[src/rtl/control_unit.sv]
// Multicycle sequencer for the 8-bit CPU: fetch, decode, execute, writeback, halt.
// Optional macro CU_BRANCH_EN enables BZ/JMP; without it those opcodes are illegal.
module control_unit #(
    parameter logic [7:0] RESET_PC = 8'h00
) (
    input  logic       clk,
    input  logic       rst,
    input  logic [7:0] imem_data,
    input  logic       imem_ready,
    input  logic [7:0] rs_data,
    input  logic       zero_flag,
    output logic [7:0] pc,
    output logic [1:0] alu_op,
    output logic       imm_sel,
    output logic [1:0] imm2,
    output logic [1:0] rf_raddr1,
    output logic [1:0] rf_raddr2,
    output logic [1:0] rf_waddr,
    output logic       rf_we,
    output logic       z_q,
    output logic       halted,
    output logic       illegal
);

    localparam logic [1:0] ALU_ADD  = 2'b00;
    localparam logic [1:0] ALU_SUB  = 2'b01;
    localparam logic [1:0] ALU_NAND = 2'b10;

    localparam logic [3:0] OP_NOP  = 4'b0000;
    localparam logic [3:0] OP_ADD  = 4'b0001;
    localparam logic [3:0] OP_SUB  = 4'b0010;
    localparam logic [3:0] OP_NAND = 4'b0011;
    localparam logic [3:0] OP_ADDI = 4'b0100;
    localparam logic [3:0] OP_SUBI = 4'b0101;
    localparam logic [3:0] OP_BZ   = 4'b0110;
    localparam logic [3:0] OP_JMP  = 4'b0111;
    localparam logic [3:0] OP_HLT  = 4'b1111;

    typedef enum logic [2:0] {
        S_FETCH,
        S_DECODE,
        S_EXECUTE,
        S_WRITEBACK,
        S_HALT
    } state_t;

    state_t     state, state_nxt;
    logic [7:0] ir, ir_nxt;
    logic [7:0] pc_nxt;
    logic       z_q_nxt;
    logic       rf_we_q, rf_we_nxt;

    logic [3:0] opcode;
    logic       is_alu, is_bz, is_jmp, is_hlt, is_legal;

    assign opcode = ir[7:4];

    // Instruction decode; ALU controls follow ir in every state
    always_comb begin
        alu_op   = ALU_ADD;
        imm_sel  = 1'b0;
        is_alu   = 1'b0;
        is_bz    = 1'b0;
        is_jmp   = 1'b0;
        is_hlt   = 1'b0;
        is_legal = 1'b1;
        case (opcode)
            OP_NOP:  ;
            OP_ADD:  is_alu = 1'b1;
            OP_SUB:  begin is_alu = 1'b1; alu_op = ALU_SUB;  end
            OP_NAND: begin is_alu = 1'b1; alu_op = ALU_NAND; end
            OP_ADDI: begin is_alu = 1'b1; imm_sel = 1'b1; end
            OP_SUBI: begin is_alu = 1'b1; imm_sel = 1'b1; alu_op = ALU_SUB; end
`ifdef CU_BRANCH_EN
            OP_BZ:   is_bz  = 1'b1;
            OP_JMP:  is_jmp = 1'b1;
`else
            OP_BZ:   is_legal = 1'b0;
            OP_JMP:  is_legal = 1'b0;
`endif
            OP_HLT:  is_hlt = 1'b1;
            default: is_legal = 1'b0;
        endcase
    end

    assign imm2      = ir[1:0];
    assign rf_raddr1 = ir[3:2];
    assign rf_raddr2 = ir[1:0];
    assign rf_waddr  = ir[3:2];

    // Reset kills a pending write in the same cycle it is raised
    assign rf_we   = rf_we_q & ~rst;
    assign halted  = (state == S_HALT);
    assign illegal = (state == S_DECODE) & ~is_legal;

    // Next-state and next-register logic
    always_comb begin
        state_nxt = state;
        ir_nxt    = ir;
        pc_nxt    = pc;
        z_q_nxt   = z_q;
        rf_we_nxt = 1'b0;
        case (state)
            S_FETCH: begin
                if (imem_ready) begin
                    ir_nxt    = imem_data;
                    pc_nxt    = pc + 8'd1;
                    state_nxt = S_DECODE;
                end
            end
            S_DECODE: begin
                state_nxt = is_hlt ? S_HALT : S_EXECUTE;
            end
            S_EXECUTE: begin
                if (is_jmp || (is_bz && z_q)) begin
                    pc_nxt = rs_data;
                end
                if (is_alu) begin
                    state_nxt = S_WRITEBACK;
                    rf_we_nxt = 1'b1;
                end else begin
                    state_nxt = S_FETCH;
                end
            end
            S_WRITEBACK: begin
                z_q_nxt   = zero_flag;
                state_nxt = S_FETCH;
            end
            S_HALT: begin
                state_nxt = S_HALT;
            end
            default: begin
                state_nxt = S_FETCH;
            end
        endcase
    end

    always_ff @(posedge clk) begin
        if (rst) begin
            state   <= S_FETCH;
            ir      <= 8'h00;
            pc      <= RESET_PC;
            z_q     <= 1'b0;
            rf_we_q <= 1'b0;
        end else begin
            state   <= state_nxt;
            ir      <= ir_nxt;
            pc      <= pc_nxt;
            z_q     <= z_q_nxt;
            rf_we_q <= rf_we_nxt;
        end
    end

endmodule

[config.mk]
export PLATFORM = sky130hd
export DESIGN_NAME = control_unit
export DESIGN_NICKNAME = d
export VERILOG_FILES = /design/src/rtl/control_unit.sv
export SDC_FILE = /design/constraint.sdc
export NUM_CORES = 1
export LEC_CHECK = 0
export ABC_AREA = 1
export CAP_MARGIN = 15
export CORE_MARGIN = 8
export CORE_UTILIZATION = 45
export CTS_CLUSTER_SIZE = 16
export DETAILED_ROUTE_END_ITERATION = 6
export GPL_TIMING_DRIVEN = 0
export PLACE_DENSITY = 0.92
export SYNTH_ARGS = -nofsm -noshare
export SYNTH_HDL_FRONTEND = slang
export SYNTH_SLANG_ARGS = --single-unit
[constraint.sdc]
create_clock -name clk -period 2.5 [get_ports clk]
set_input_delay 0.625 -clock clk [delete_from_list [all_inputs] [get_ports clk]]
set_output_delay 0.625 -clock clk [all_outputs]
set_load 0.01 [all_outputs]
==> results of run 1 <==
## through the flow
step / setup WS [ps] / TNS, ps / hold WS [ps]
finish: 158.2 / 0 / 450.4
global route: 26.30 / 0 / 494.7
CTS: 55.12 / 0 / 453.2
detailed placement: -228.5 / -228.5 / 435.0
global placement: -244.5 / -244.5 / 433.2
floorplan: 876.9 / 0 / 457.2
## timing repair
action,4_1_cts,5_1_grt
resized for setup,1,1
endpoints found under the setup margin,1,1
gates cloned,0,0
endpoints found under the hold margin,0,0
## layout make-up
class	count	area, um^2
well taps	28	35.03
flip-flops and latches	21	420.4
inverters	18	67.56
fillers	197	768.2
repair buffers	34	341.6
multi-input cells	99	498.0
clock buffers	4	26.28
plain buffers	10	76.32
## cell families (layout without fill, tap and decap cells)
| group | Yosys count | after routing | share of synthesized area [%] |
|---|---|---|---|
| buffers and inverters | 29 | 66 | 13.85 |
| and+or+nand+nor | 74 | 74 | 33.69 |
| AOI/OAI and AO/OA | 23 | 23 | 11.03 |
| DFF | 21 | 21 | 39.44 |
| xor gates and xnor gates | 1 | 1 | 0.8217 |
| adders and majority gates | 1 | 1 | 1.174 |
## Yosys cell counts, types with 2 or more instances
cell      n  area [um^2]
nor2_1   17        63.81
dfxtp_1  21        420.4
nand2_1  37        138.9
nor3_1    2        10.01
nand3_1   9        45.04
buf_4     8        60.06
a21oi_1  18        90.09
nor2_4    2        22.52
inv_1    17        63.81
o21ai_0   3        15.01
## worst max-delay path: cells and delay by family (launching register included)
kind | cells | cell delay (ps)
AOI/OAI and AO/OA | 1 | 130
DFF | 1 | 390
and+or+nand+nor | 2 | 270
buffers and inverters | 2 | 630
## routing by layer
metal	wire [um]	global-route usage [%]
met4	38	4.632
met3	157	4.467
met1	985	12.40
met5	0	0
met2	1334	21.61
## how the worst max path moves through the flow
stage	from	to	slack, ps
floorplan	rst	rf_we	880
global placement	rst	rf_we	-240
detailed placement	rst	rf_we	-230
CTS	state[2]$_SDFFE_PP0P_	illegal	60
global route	ir[6]$_SDFFE_PP0P_	alu_op[0]	30
finish	ir[6]$_SDFFE_PP0P_	alu_op[0]	160
## report_power, final
group          switching [mW]  leakage (nW)  internal (mW)
logic                   0.114         0.457          0.114
clock network          0.0993        0.0150         0.0621
registers              0.0271         0.171          0.360
total                   0.240         0.644          0.536
## registers in the layout, indices dropped and copies added (netlist names)
| name | cells |
|---|---|
| state | 3 |
| rf_we_q | 1 |
| pc | 8 |
| ir | 8 |
| z_q | 1 |
==> qor.txt, run 1 <==
# DRC = 0
Hold endpoint = z_q$_SDFFE_PP0N_
Hold Path Origin = z_q$_SDFFE_PP0N_
Leading cell type in the layout, fill and taps excluded = nand2_1
DP Wirelength = 2086 um
Hold Vio Cnt, Final = 0
FF+latch count, synth = 21
Post-route ant nets = 0
Initial antenna violation count = 0
CP max-delay cell = clkdlybuf4s50_1
Initial core utilization = 47.73%
Drt total wl = 2516 um
Worst-path cell chain = inv_1 > nor2_1 > nand2_1 > a21oi_1 > clkdlybuf4s50_1
Fin crit period = 2342 ps
All-layer global routing usage = 12.03%
Internal reg-to-reg setup slack = 1310 ps
CP startpoint kind = register
Max Slew Vio Count = 0
Global route overflow = 0
Crit Path Class = reg2out
I/O Pins = 43
Starting DRT DRC Count = 20
Antenna cell count = 0
Largest net degree at the start of global routing = 13
Hold WC Path Type = reg2reg
Clock buffer depth = 2
Clock Skews = 0.9689 ps
Design Area, Final = 0.001465 mm^2
Syn Nets = 170
Period utilization = 93.67%
FF-to-FF Start = pc[0]$_SDFFE_PP0P_
Max H-tree Level = 1
Synth Area per Inst = 7.155 um^2
Logic depth of the worst register-to-register path = 6
CP required = 1880 ps
Yosys warning count = 0
CORE AREA = 0.002233 mm^2
Clock root buffer = clkbuf_4
Slew margin rel. = 71.78%
Via density = 4.813
Chip height = 64.67 um
Max_cap viols = 0
Post-CTS setup buffers = 0
Setup violators final = 0
CP arrival = 1720 ps
Power density of the placed cells = 529.9 mW/mm^2
Hold Path Depth = 2
RSZ-0062 raised after global routing = false
Post-route insts no fill = 214
Area of the mapped netlist = 0.001066 mm^2
Setup crit end kind = primary output
WL/cell = 11.76 um
CTS Sinks = 21
CP Max Fanout = 4
Reg-to-Reg End = pc[6]$_SDFFE_PP0P_
Inst Count DP = 211
Critical path's largest stage delay = 550 ps
Hold Buf Count CTS = 0
Most frequent cells in the layout = nand2_1, clkdlybuf4s50_1, dfxtp_1, a21oi_1
Final Wtd Congestion = 0.7702
Synth unique cells = 25
Via Count = 1030
Rows = 17
Cell area after placement = 0.001441 mm^2
TritonCTS Buffers = 3
Port buffer count = 34
Nets = 208
First-pass GRT wire length = 4202 um
Die area = 0.004182 mm^2
Synthesized instance count = 149
TritonCTS clock tree = yes
Tot Pwr = 0.7764 mW
Register area share after synthesis = 39.44%
Least-Margin Pin Slew = 423.3 ps
Area grow syn2layout = 37.44%
Synth Flop Type = dfxtp_1
Vias in the first global route = 1033
Worst-Skew Late Latency = 300 ps
Final core occ = 65.60%
EDFF count, synth = 0
Worst-path clk slew = 110 ps
Ys async rst share = 0%
Die W = 64.67 um
Status = complete, no violations
Peak Freq = 0.4270 GHz
Leakage = 0.6436 nW
Maximum VDD drop = 0.3615 mV
Layout cells sized above 1 = 10.75%
Pre-Repair DR Iteration Count = 4
No activity file was read; power rests on OpenSTA's default activity.
==> run 2, diff against run 1 <==
Settings changed: CTS_BUF_LIST set to sky130_fd_sc_hd__clkbuf_8 sky130_fd_sc_hd__clkbuf_16, GPL_TIMING_DRIVEN 0 to 1.
==> run 2 against run 1 <==
Effect of this change: cell count fell by 4.2%; clock power rose by 32%; via count fell by 3.0%; setup slack got worse by 55 ps; first-iteration DRC count rose by 25%; combinational power fell by 8%; sequential share of layout area rose by 1.0 points; sequential cell count did not move; core utilization fell by 2.3 points; clock skew barely moved; register-to-register slack got worse by 60 ps; routed wire length fell by 0.79%; largest cell class unchanged; largest power group unchanged.
==> qor.txt, run 2 (synthesized netlist as in run 1, its figures left out) <==
Status = complete, no violations
Setup_tns = 0 ps (unchanged)
I/O Pins = 43 (unchanged)
Post-CTS setup buffers = 0 (unchanged)
Final Wtd Congestion = 0.8150 (+5.8%)
TritonCTS Buffers = 3 (unchanged)
Period utilization = 95.88% (+2.2 points)
CP arrival = 1770 ps (+50 ps)
Slew margin rel. = 77.84% (+6.1 points)
Via Count = 999 (-3.0%)
Leakage = 0.5888 nW (-8.5%)
Most used cell, CP = nand2_1
Largest net degree at the start of global routing = 17 (+4)
Critical path's largest stage delay = 560 ps (about the same)
Hold Buf Count CTS = 0 (unchanged)
Rows = 17 (unchanged)
Busiest grt layer = met2
Area grow syn2layout = 32.63%
CORE AREA = 0.002233 mm^2 (unchanged)
First-pass GRT wire length = 4291 um (+2.1%)
Via density = 4.873 (+1.2%)
# resized after CTS = 0 (-1)
Global route overflow = 0 (unchanged)
Maximum VDD drop = 0.4514 mV (+25%)
Clock root buffer = clkbuf_8
Leading cell type in the layout, fill and taps excluded = nand2_1
All-layer global routing usage = 12.39% (+0.35 points)
Hold WC Path Type = reg2reg
Crit path buf inv count = 2 (unchanged)
Grt met3 use = 3.952% (-0.52 points)
Setup crit end kind = primary output
CP Max Fanout = 5 (+1)
Post-route ant nets = 0 (unchanged)
Fin crit period = 2397 ps (+55.14 ps)
Tot Pwr = 0.8082 mW (+4.1%)
TritonCTS clock tree = yes
Drt total wl = 2496 um (-0.79%)
Met2 usage = 22.11% (+0.50 points)
CP max-delay cell = clkdlybuf4s50_1
Largest regs = ir (8), pc (8), state (3)
Worst-path clk slew = 70 ps (-40 ps)
CP required = 1880 ps (about the same)
Port buffer count = 34 (unchanged)
Antenna cell count = 0 (unchanged)
Nets = 199 (-4.3%)
Max_cap viols = 0 (unchanged)
Most frequent cells in the layout = nand2_1, clkdlybuf4s50_1, dfxtp_1, inv_1, a21oi_1
Setup violators final = 0 (unchanged)
Clock Skews = 0.6146 ps (-0.3543 ps)
Die area = 0.004182 mm^2 (unchanged)
Max H-tree Level = 1 (unchanged)
Layout cells sized above 1 = 6.215% (-4.5 points)
Crit Path Class = reg2out
Initial core utilization = 47.73% (unchanged)
Max Slew Vio Count = 0 (unchanged)
Initial antenna violation count = 0 (unchanged)
Starting DRT DRC Count = 25 (+25%)
Pre-Repair DR Iteration Count = 4 (unchanged)
Peak Freq = 0.4172 GHz (-2.3%)
Vias in the first global route = 1021 (-1.2%)
Clock buffer depth = 2 (unchanged)
Chip height = 64.67 um (unchanged)
Met1 Usage GRT = 12.80% (+0.40 points)
WL/cell = 12.18 um (+3.6%)
DP Wirelength = 2001 um (-4.1%)
RSZ-0062 raised after global routing = false
# DRC = 0 (unchanged)
Power density of the placed cells = 571.6 mW/mm^2 (+7.9%)
Delay-heaviest family, CP = buffers and inverters
Worst-Skew Late Latency = 250 ps (-50 ps)
CTS Sinks = 21 (unchanged)
CP startpoint kind = register
Least-Margin Pin Slew = 332.0 ps (-91.29 ps)
Die W = 64.67 um (unchanged)
Worst-path cell chain = inv_2 > nand2_1 > nor2_1 > nand2_1 > nor3_1 > clkdlybuf4s50_1
Hold Vio Cnt, Final = 0 (unchanged)
## run 2: per-stage QoR
| step | worst slack [ps] | util (%) | instances | cell area [um^2] | hold slack, ps |
|---|---|---|---|---|---|
| 3_5_place_dp | 158.5 | 61.29 | 201 | 1369 | 437.2 |
| 3_3_place_gp | 135.9 | 61.29 | 201 | 1369 | 434.1 |
| 4_1_cts | 101.3 | 63.31 | 205 | 1414 | 449.0 |
| 5_1_grt | 6.790 | 63.31 | 205 | 1414 | 489.7 |
| 2_1_floorplan | 876.9 | - | 149 | 1066 | 457.2 |
| 6_report | 103.0 | 63.31 | 205 | 1414 | 445.0 |
## run 2: worst register-to-register path, delay by kind of cell (launching register included)
family           cells  cell delay (ps)
DFF                  1              370
and+or+nand+nor      6              790
## run 2: routing by layer
| layer | part of all wire (%) | routed length, um |
|---|---|---|
| met5 | 0 | 0 |
| met4 | 1.8 | 45 |
| met3 | 6.1 | 153 |
| met2 | 50 | 1252 |
| met1 | 42 | 1044 |
## run 2: final timing paths
check	startpoint	to	slack [ps]	cells past startpoint
hold / removal	z_q$_SDFFE_PP0N_	z_q$_SDFFE_PP0N_	450	2
setup / recovery	state[2]$_SDFFE_PP0P_	illegal	100	6
hold reg to reg	z_q$_SDFFE_PP0N_	z_q$_SDFFE_PP0N_	450	2
setup reg to reg	state[0]$_SDFFE_PP0P_	pc[5]$_SDFFE_PP0P_	1250	6
## run 2: report_power, final
part           total [mW]  leakage [nW]  switching, mW  internal, mW
clock               0.213        0.0269          0.104         0.109
sequential          0.386         0.171         0.0264         0.360
combinational       0.209         0.391          0.110        0.0982
total               0.808         0.589          0.241         0.567
## run 2: final cells by class
cell class,count,area [um^2]
fillers,199,819.5
multi-input cells,99,498.0
flip-flops and latches,21,420.4
repair buffers,35,347.8
inverters,18,67.56
clock buffers,3,41.29
well taps,28,35.03
clock inverters,1,3.754
==> run 3, diff against run 2 <==
Settings changed: CAP_MARGIN 15 to 20, CORE_UTILIZATION 45 to 42, PLACE_DENSITY 0.92 to 0.87, SLEW_MARGIN set to 10.
Clock period 2.5 ns to 2.4 ns, I/O delays scaled along.
==> run 3 against run 2 <==
Effect of this change: die area rose by 5.4%; critical path type is now in2out; sequential share of layout area fell by 0.095 points; setup slack improved by 29 ps; largest power group unchanged; power rose by 3.3%.
==> qor.txt, run 3 (synthesized netlist as in run 1, its figures left out) <==
Net Sw Frac = 29.19% (-0.63 points)
Hold WC Path Type = reg2reg
Gate power share = 26.0% (+0.2 points)
Drt total wl = 2471 um (-1.0%)
Via density = 4.758 (-2.4%)
Internal reg-to-reg setup slack = 1150 ps (-100 ps)
Setup crit end kind = primary output
Initial antenna violation count = 0 (unchanged)
Leakage = 0.6066 nW (+3.0%)
Internal Power = 0.5911 mW (+4.2%)
RSZ-0062 raised after global routing = false
Crit Path Class = in2out
TritonCTS Buffers = 3 (unchanged)
Pre-Repair DR Iteration Count = 4 (unchanged)
CP max-delay cell = clkdlybuf4s50_1
CP startpoint = rst
WL/cell = 11.94 um (-2.0%)
Least-Margin Pin Slew = 319.8 ps (-12.23 ps)
Clock Skews = 1.566 ps (+0.9512 ps)
Area grow syn2layout = 33.45%
Largest regs = ir (8), pc (8), state (3)
Post-route ant nets = 0 (unchanged)
Nets = 199 (unchanged)
Hold Path Depth = 2 (unchanged)
Final Wtd Congestion = 0.7793 (-4.4%)
Power density of the placed cells = 586.9 mW/mm^2 (+2.7%)
Hold Vio Cnt, Final = 0 (unchanged)
CP startpoint kind = primary input
Port buffer count = 34 (unchanged)
Slew margin rel. = 78.66% (+0.82 points)
Worst path depth = 3 (-3)
CP Max Fanout = 2 (-3)
CORE AREA = 0.002432 mm^2 (+8.9%)
Clock root buffer = clkbuf_8
Via Count = 985 (-1.4%)
Max H-tree Level = 1 (unchanged)
Cell area after placement = 0.001371 mm^2 (+0.18%)
Peak Freq = 0.4410 GHz
Period utilization = 94.49%
Leading cell type in the layout, fill and taps excluded = nand2_1
Multi-input logic area = 500.5 um^2 (+0.50%)
Initial core utilization = 43.83% (-3.9 points)
Fin crit period = 2268 ps
Setup_tns = 0 ps (unchanged)
Max_cap viols = 0 (unchanged)
Most frequent cells in the layout = nand2_1, clkdlybuf4s50_1, dfxtp_1, inv_1, a21oi_1
Register Area = 421.7 um^2 (+0.30%)
Vias in the first global route = 1049 (+2.7%)
DP Wirelength = 1953 um (-2.4%)
Most used cell, CP = clkdlybuf4s50_1
FF-to-FF Start = pc[2]$_SDFFE_PP0P_
Global route overflow = 0 (unchanged)
Clk pwr share = 25.8% (-0.6 points)
Die area = 0.004406 mm^2 (+5.4%)
CP arrival = 1670 ps (-100 ps)
Crit path buf inv count = 2 (unchanged)
Worst-Skew Late Latency = 250 ps (about the same)
Worst-path clk slew = 70 ps (about the same)
TritonCTS clock tree = yes
Final WS setup = 132.2 ps (+29.12 ps)
Status = complete, no violations
Fillcell total = 240 (+21%)
Design Area, Final = 0.001423 mm^2 (+0.62%)
Final hold slack = 449.8 ps (+4.738 ps)
Critical path's largest stage delay = 540 ps (-20 ps)
Logic depth of the worst register-to-register path = 6 (unchanged)
Starting DRT DRC Count = 51 (+100%)
NetSw = 0.2437 mW (+1.1%)
All-layer global routing usage = 12.06% (-0.33 points)
I/O Pins = 43 (unchanged)
Dpl ws = 132.5 ps (-25.97 ps)
Post-CTS setup buffers = 0 (unchanged)
Rows = 18 (+1)
Layout cells sized above 1 = 7.345% (+1.1 points)
Largest net degree at the start of global routing = 17 (unchanged)
Worst setup endpoint = rf_we
Maximum VDD drop = 0.3678 mV (-19%)
Delay-heaviest family, CP = buffers and inverters
First-pass GRT wire length = 4305 um (+0.33%)
Max Slew Vio Count = 0 (unchanged)
Chip height = 66.38 um (+2.6%)
CTS Sinks = 21 (unchanged)
Antenna cell count = 0 (unchanged)
CP required = 1800 ps (-80 ps)
Flop pwr share = 48.2% (+0.4 points)
Worst-path cell chain = clkdlybuf4s50_1 > nor2_1 > clkdlybuf4s50_1
Reg-to-Reg End = pc[5]$_SDFFE_PP0P_
# DRC = 0 (unchanged)
Tot Pwr = 0.8349 mW (+3.3%)
Setup violators final = 0 (unchanged)
Clock buffer depth = 2 (unchanged)
Die W = 66.38 um (+2.6%)
==> run 3: through the flow <==
stage               utilization (%)  cells
floorplan                         -    149
global placement              56.38    203
detailed placement            56.38    203
CTS                           58.23    207
global route                  58.49    207
finish                        58.49    207
==> run 3: cell type report <==
| type | instances | area share (%) |
|---|---|---|
| Clock inverter | 1 | 0.2639 |
| Timing Repair Buffer | 35 | 24.63 |
| Sequential cell | 21 | 29.64 |
| Multi-Input combinational cell | 99 | 35.18 |
| Clock buffer | 3 | 2.902 |
| Inverter | 18 | 4.749 |
| Tap cell | 30 | 2.639 |
==> run 3: power groups by stage <==
stage          Clock [mW]  Combinational [mW]  Sequential, mW
4_1_cts             0.224               0.219           0.402
2_1_floorplan           0               0.143           0.408
5_1_grt             0.239               0.241           0.407
3_3_place_gp            0               0.210           0.407
6_report            0.215               0.217           0.403
3_5_place_dp            0               0.218           0.409
==> run 3: worst min-delay path, delay by kind of cell (launching register included) <==
kind	cells	cell delay [ps]
AOI/OAI and AO/OA	1	50
DFF	1	310
buffers and inverters	1	50
==> run 3: worst min path at each step <==
stage / start / slack, ps / to
floorplan: ir[0]$_SDFFE_PP0P_ / 460 / ir[0]$_SDFFE_PP0P_
detailed placement: z_q$_SDFFE_PP0N_ / 440 / z_q$_SDFFE_PP0N_
global route: z_q$_SDFFE_PP0N_ / 490 / z_q$_SDFFE_PP0N_
CTS: z_q$_SDFFE_PP0N_ / 450 / z_q$_SDFFE_PP0N_
finish: z_q$_SDFFE_PP0N_ / 450 / z_q$_SDFFE_PP0N_
global placement: z_q$_SDFFE_PP0N_ / 430 / z_q$_SDFFE_PP0N_
==> run 3: per-layer routing <==
| layer | vias up | part of all wire, % | GRT usage (%) |
|---|---|---|---|
| met5 | - | 0 | 0 |
| met4 | 0 | 0.57 | 4.267 |
| met3 | 2 | 7.2 | 5.254 |
| met2 | 18 | 56 | 22.56 |
| met1 | 447 | 37 | 11.27 |
| li1 | 518 | - | - |
==> run 3: what timing repair did <==
item / in CTS / in global routing
gates resized for setup: 0 / 3
hold buffers: 0 / 0
setup endpoints to repair: 0 / 1
